### src/rtl/nabp_shifter_pkg.sv
// -----------------------------------------------------------------------------
// nabp_shifter_pkg
// Shared definitions for the projection-line shifter: default geometry of the
// projection line, the derived shift counter width and the shifter state type.
// -----------------------------------------------------------------------------
package nabp_shifter_pkg;

  // Address width of the projection-line RAM (bin width of the line size)
  localparam int kSLength    = 9;
  // Width of one projection sample
  localparam int kDataLength = 12;
  // Shift steps per line, equal to the PE chain length (must be >= 2)
  localparam int kShiftCount = 256;
  // Width of the per-line shift counter
  localparam int kCountW     = $clog2(kShiftCount);

  typedef enum logic [2:0] {
    ready_s = 3'd0,
    kick_s  = 3'd1,
    wait_s  = 3'd2,
    shift_s = 3'd3,
    drain_s = 3'd4,
    done_s  = 3'd5
  } shifter_state_e;

endpackage

### src/rtl/nabp_shifter_pipe.sv
// -----------------------------------------------------------------------------
// nabp_shifter_pipe
// Aligns RAM read data with the shift it belongs to. The valid flag follows the
// shift enable by one cycle, which matches the one-cycle RAM read latency, so
// the sample arriving on data_p1 is presented to the PE chain in the same cycle
// as its pe_shift pulse. Between pulses pe_data holds the last shifted sample.
//
// Ports:
//   clk      in   system clock
//   reset_n  in   asynchronous active-low reset
//   vld_p0   in   a RAM read for the chain was issued this cycle
//   data_p1  in   RAM read data (belongs to the read issued one cycle earlier)
//   pe_shift out  PE chain shifts pe_data in this cycle
//   pe_data  out  sample into the head of the PE chain
// -----------------------------------------------------------------------------
module nabp_shifter_pipe
  import nabp_shifter_pkg::*;
#(
  parameter int DATA_W = kDataLength
) (
  input  logic              clk,
  input  logic              reset_n,
  input  logic              vld_p0,
  input  logic [DATA_W-1:0] data_p1,
  output logic              pe_shift,
  output logic [DATA_W-1:0] pe_data
);

  logic              vld_p1;
  logic [DATA_W-1:0] hold_p1;

  // ---- stage p0 -> p1: read issued -> read data valid ----
  always_ff @(posedge clk or negedge reset_n) begin
    if (!reset_n) begin
      vld_p1  <= 1'b0;
      hold_p1 <= '0;
    end else begin
      vld_p1 <= vld_p0;
      if (vld_p1) begin
        hold_p1 <= data_p1;
      end
    end
  end

  assign pe_shift = vld_p1;
  assign pe_data  = vld_p1 ? data_p1 : hold_p1;

endmodule

### src/rtl/nabp_shifter.sv
// -----------------------------------------------------------------------------
// nabp_shifter
// Mapper-side driver of the shifter/mapper handshake for one projection line.
// Kicks the mapper, waits for its acknowledge, then paces the mapper with
// sh_shift_en while reading the projection-line RAM at the mapper's address
// and shifting the returned samples into the PE chain. The line ends with a
// one-cycle sh_done to the mapper and a one-cycle ss_done to state control.
//
// Ports:
//   clk          in   system clock
//   reset_n      in   asynchronous active-low reset
//   ss_start     in   start one line (single-cycle pulse, honoured only idle)
//   ss_busy      out  high from acceptance of ss_start until ss_done
//   ss_done      out  one-cycle pulse after the last sample was shifted
//   sh_kick      out  mapper: begin mapping (held until sh_ack)
//   sh_ack       in   mapper is in its mapping state
//   sh_shift_en  out  mapper: advance accumulator this cycle
//   sh_done      out  mapper: line finished, return to ready
//   fr_s_val     in   mapper address (combinational from mapper state)
//   fr_addr      out  RAM read address
//   fr_data      in   RAM read data, one-cycle latency
//   pe_stall     in   PE chain cannot accept a shift this cycle
//   pe_data      out  sample into head of PE chain
//   pe_shift     out  PE chain shifts pe_data in this cycle
// -----------------------------------------------------------------------------
module nabp_shifter
  import nabp_shifter_pkg::*;
#(
  parameter int ADDR_W = kSLength,
  parameter int DATA_W = kDataLength,
  parameter int STAGES = kShiftCount
) (
  input  logic              clk,
  input  logic              reset_n,
  input  logic              ss_start,
  output logic              ss_busy,
  output logic              ss_done,
  output logic              sh_kick,
  input  logic              sh_ack,
  output logic              sh_shift_en,
  output logic              sh_done,
  input  logic [ADDR_W-1:0] fr_s_val,
  output logic [ADDR_W-1:0] fr_addr,
  input  logic [DATA_W-1:0] fr_data,
  input  logic              pe_stall,
  output logic [DATA_W-1:0] pe_data,
  output logic              pe_shift
);

  localparam int               CNT_W    = $clog2(STAGES);
  localparam logic [CNT_W-1:0] LAST_CNT = CNT_W'(STAGES - 1);

  shifter_state_e   state;
  logic [CNT_W-1:0] count;
  logic             shift_en;

  // A stall blocks the step entirely: the mapper accumulator is not advanced,
  // so fr_s_val, and with it fr_addr, stays put until the chain is ready.
  assign shift_en = (state == shift_s) && !pe_stall;

  always_ff @(posedge clk or negedge reset_n) begin
    if (!reset_n) begin
      state <= ready_s;
      count <= '0;
    end else begin
      unique case (state)
        ready_s: begin
          if (ss_start) begin
            state <= kick_s;
            count <= '0;
          end
        end
        kick_s: begin
          state <= wait_s;
        end
        wait_s: begin
          if (sh_ack) begin
            state <= shift_s;
          end
        end
        shift_s: begin
          if (shift_en) begin
            // The last step leaves the counter at STAGES-1 instead of wrapping.
            if (count == LAST_CNT) begin
              state <= drain_s;
            end else begin
              count <= count + 1'b1;
            end
          end
        end
        drain_s: begin
          state <= done_s;
        end
        done_s: begin
          state <= ready_s;
        end
        default: begin
          state <= ready_s;
        end
      endcase
    end
  end

  // Outputs are decoded from the state register only (plus the stall gate),
  // so an asynchronous reset drops all of them immediately.
  assign ss_busy     = (state != ready_s);
  assign ss_done     = (state == done_s);
  assign sh_kick     = (state == kick_s) || (state == wait_s);
  assign sh_shift_en = shift_en;
  // drain_s covers the RAM latency of the final read; the mapper sees sh_done
  // only after its last accumulator update.
  assign sh_done     = (state == drain_s);
  assign fr_addr     = ((state == shift_s) || (state == drain_s)) ? fr_s_val : '0;

  nabp_shifter_pipe #(
    .DATA_W (DATA_W)
  ) u_pipe (
    .clk      (clk),
    .reset_n  (reset_n),
    .vld_p0   (shift_en),
    .data_p1  (fr_data),
    .pe_shift (pe_shift),
    .pe_data  (pe_data)
  );

endmodule

### config.mk
export PLATFORM = sky130hd
export DESIGN_NAME = nabp_shifter
export DESIGN_NICKNAME = d
export VERILOG_FILES = /design/src/rtl/nabp_shifter_pkg.sv /design/src/rtl/nabp_shifter_pipe.sv /design/src/rtl/nabp_shifter.sv
export SDC_FILE = /design/constraint.sdc
export NUM_CORES = 1
export LEC_CHECK = 0
export CORE_ASPECT_RATIO = 0.6
export CORE_MARGIN = 5
export CORE_UTILIZATION = 41
export CTS_CLUSTER_DIAMETER = 150
export DETAILED_ROUTE_END_ITERATION = 8
export PLACE_DENSITY_LB_ADDON = 0.15
export SYNTH_ARGS = -nofsm -noshare
export SYNTH_HDL_FRONTEND = slang
export SYNTH_SLANG_ARGS = --single-unit
### constraint.sdc
create_clock -name clk -period 1.8 [get_ports clk]
set_input_delay 0.54 -clock clk [delete_from_list [all_inputs] [get_ports clk]]
set_output_delay 0.54 -clock clk [all_outputs]
set_load 0.005 [all_outputs]
==> results_dict.tcl <==
set metrics [dict create \
    cts_tree "done" \
    clk_latency_ns 0.27 \
    rsz0062_at_grt "yes" \
    hpwl_microns 2420 \
    drc 0 \
    antenna_found_initial 0 \
    power_density_nw_per_um2 1350 \
    grt_pass1_vias 1157 \
    place_area_sq_um 1840 \
    hp-class "register to register" \
    critPathArrivalTime_ns 1.47 \
    cts.htree.levels 1 \
    clkTransAtPathRegs_ns 0.08 \
    fillerInstances 192 \
    diodes 0 \
    clockBufferDepth 2 \
    relSlewSlack 0.731 \
    ys_warn_count 0 \
    area_growth_pct 76.1 \
    syn_nets 130 \
    start_kind "register" \
    wl_per_cell_microns 15.7 \
    grt_max_degree 25 \
    cts_buffers 3 \
    post-route-min-period_ns 2.01 \
    status "finished, violations left" \
    synth.most_common_cell "dfrtp_1" \
    setup_slack_ns -0.207 \
    num-nets-final 211 \
    portBuffers 52 \
    synth_edf_count 0 \
    fin_setup_tns_ns -2.50 \
    dieArea_sq_um 4090 \
    row_count 15 \
    required_ns 1.26 \
    grt_usage 0.183 \
    synth_seq_cells 24 \
    synth.top_cells.by_count "dfrtp_1 (24), mux2_2 (12), nor2b_1 (10)" \
    cts-root-buf "clkbuf_8" \
    cp_max_fo 5 \
    design.core.area_sq_um 2820 \
    peakVddDrop_mv 0.702 \
    register_area_sq_um 602 \
    dr_total_vias 1087 \
    yosysTopAreaCell "dfrtp_1" \
    synth_cells 103 \
    cts_sinks 24 \
    start_util 0.420 \
    layout-drive-gt1-share 0.497 \
    ys_types 35 \
    netlist.area_leader.share 0.508 \
    worst_pin_slew_ns 0.400 \
    syn-cell-area_sq_um 1180 \
    multiInputGateArea_sq_um 643 \
    p_leak_nw 0.985 \
    cap_viol_max_count 0 \
    syn_avg_cell_area_sq_um 11.5 \
    chipHeight_microns 51.6 \
    skew_ns 0.00570 \
    violations "setup timing" \
    path_class "register to primary output" \
    min_period_over_period 1.12 \
    ys_seq_area_frac 0.508 \
    ant_nets 0 \
    hold_violations 0 \
    wirelength_microns 3400 \
    gp_congestion 0.790 \
    max_freq_ghz 0.498 \
    end_kind "primary output" \
    synth_area_leaders "dfrtp_1 (51%), mux2_2 (11%), nor2b_1 (5.3%), o21ai_0 (3.0%), nand3_1 (2.5%)" \
    setup_viol 25 \
    postLayoutCellArea_sq_um 2080 \
    viasPerCell 5.01 \
    maxSlewViolCount 0 \
    synthFlopType "dfrtp_1" \
    ios 53 \
    ctsHoldBuffers 0 \
    dr.pass1.iters 4 \
    drt_iter0_markers 24 \
    die_w_microns 79.3 \
    grt_pass1_wl_microns 5680 \
    grt_overflow 0 \
    whs_ns 0.506 \
    synthArstFlopShare 1.00 \
]
==> timing repair <==
action                     in CTS  in global routing
gates cloned                    2                  0
setup endpoints to repair      27                 26
resized for setup             156                  3
setup buffers                   8                  4
pin swaps                       6                  3
==> cells in the final DEF (no fill, tap or decap), drive strengths merged <==
cell type,n
buf,50
dfrtp,24
clkdlybuf4s50,15
mux2,12
dlygate4sd2,11
nor2b,10
o21ai,8
nand3,7
nor2,5
nand2,4
clkbuf,4
nor3,3
a21o,3
and2,3
or3,3
and3b,2
and3,2
a211o,2
o211ai,2
inv,2
xnor2,1
nand2b,1
nand4,1
nand3b,1
nor3b,1
or2,1
o41ai,1
o31ai,1
a22oi,1
ha,1
bufinv,1
==> cell families after synthesis <==
logic type      count (synthesis)  synth area share
flops                          24             0.508
buf+inv                         4            0.0212
mux                            12             0.114
xor+xnor                        1           0.00741
compound gates                 18             0.113
fa+ha+maj                       1            0.0106
simple gates                   43             0.225
==> area by class of cell <==
| cell class | count | area share |
|---|---|---|
| clock buffer | 3 | 0.0198 |
| tap | 34 | 0.0204 |
| inverter | 2 | 0.00481 |
| timing repair buffer | 77 | 0.343 |
| clock inverter | 1 | 0.0144 |
| sequential | 24 | 0.289 |
| multi-input combinational | 76 | 0.309 |
==> path summary, 6_finish.rpt <==
check / to / cells past startpoint / slack, ns / startpoint
setup / recovery: ss_busy / 4 / -0.21 / state[1]
hold / removal: u_pipe.hold_p1[6] / 1 / 0.51 / u_pipe.hold_p1[6]
setup reg to reg: count[6] / 9 / 0.07 / state[2]
hold reg to reg: u_pipe.hold_p1[6] / 1 / 0.51 / u_pipe.hold_p1[6]
max in group asynchronous: u_pipe.pe_shift / 2 / 0.93 / reset_n
min in group asynchronous: u_pipe.hold_p1[0] / 2 / 0.62 / reset_n
==> state kept, by name (all words and copies together) (netlist names) <==
| signal | cells |
|---|---|
| state | 3 |
| count | 8 |
| u_pipe.pe_shift | 1 |
| u_pipe.hold_p1 | 12 |
==> critical path: stages, from the launching register on <==
cell     delay [ns]
dfrtp_1        0.44
buf_4          0.16
buf_6          0.12
or3_4          0.36
buf_6          0.12
==> per-layer routing <==
metal,share of wire,global-route usage
met2,0.48,0.309
met4,0.0029,0.0257
met5,0,0
met1,0.45,0.233
met3,0.071,0.0675
==> report_power, final <==
group          internal [W]  switching (W)  total [W]
Combinational      0.000896       0.000591    0.00149
Sequential         0.000724       0.000128   0.000853
Clock              0.000297       0.000169   0.000467
Total               0.00192       0.000888    0.00281
==> through the flow <==
step / utilization / cells / total power (W) / worst slack (ns)
floorplan: - / 103 / 0.00142 / 0.0988
global placement: 0.654 / 200 / 0.00201 / -0.417
detailed placement: 0.654 / 200 / 0.00206 / -0.428
CTS: 0.729 / 214 / 0.00280 / -0.187
global route: 0.740 / 217 / 0.00300 / -0.269
finish: 0.740 / 217 / 0.00281 / -0.207
No activity file was read; power rests on OpenSTA's default activity.
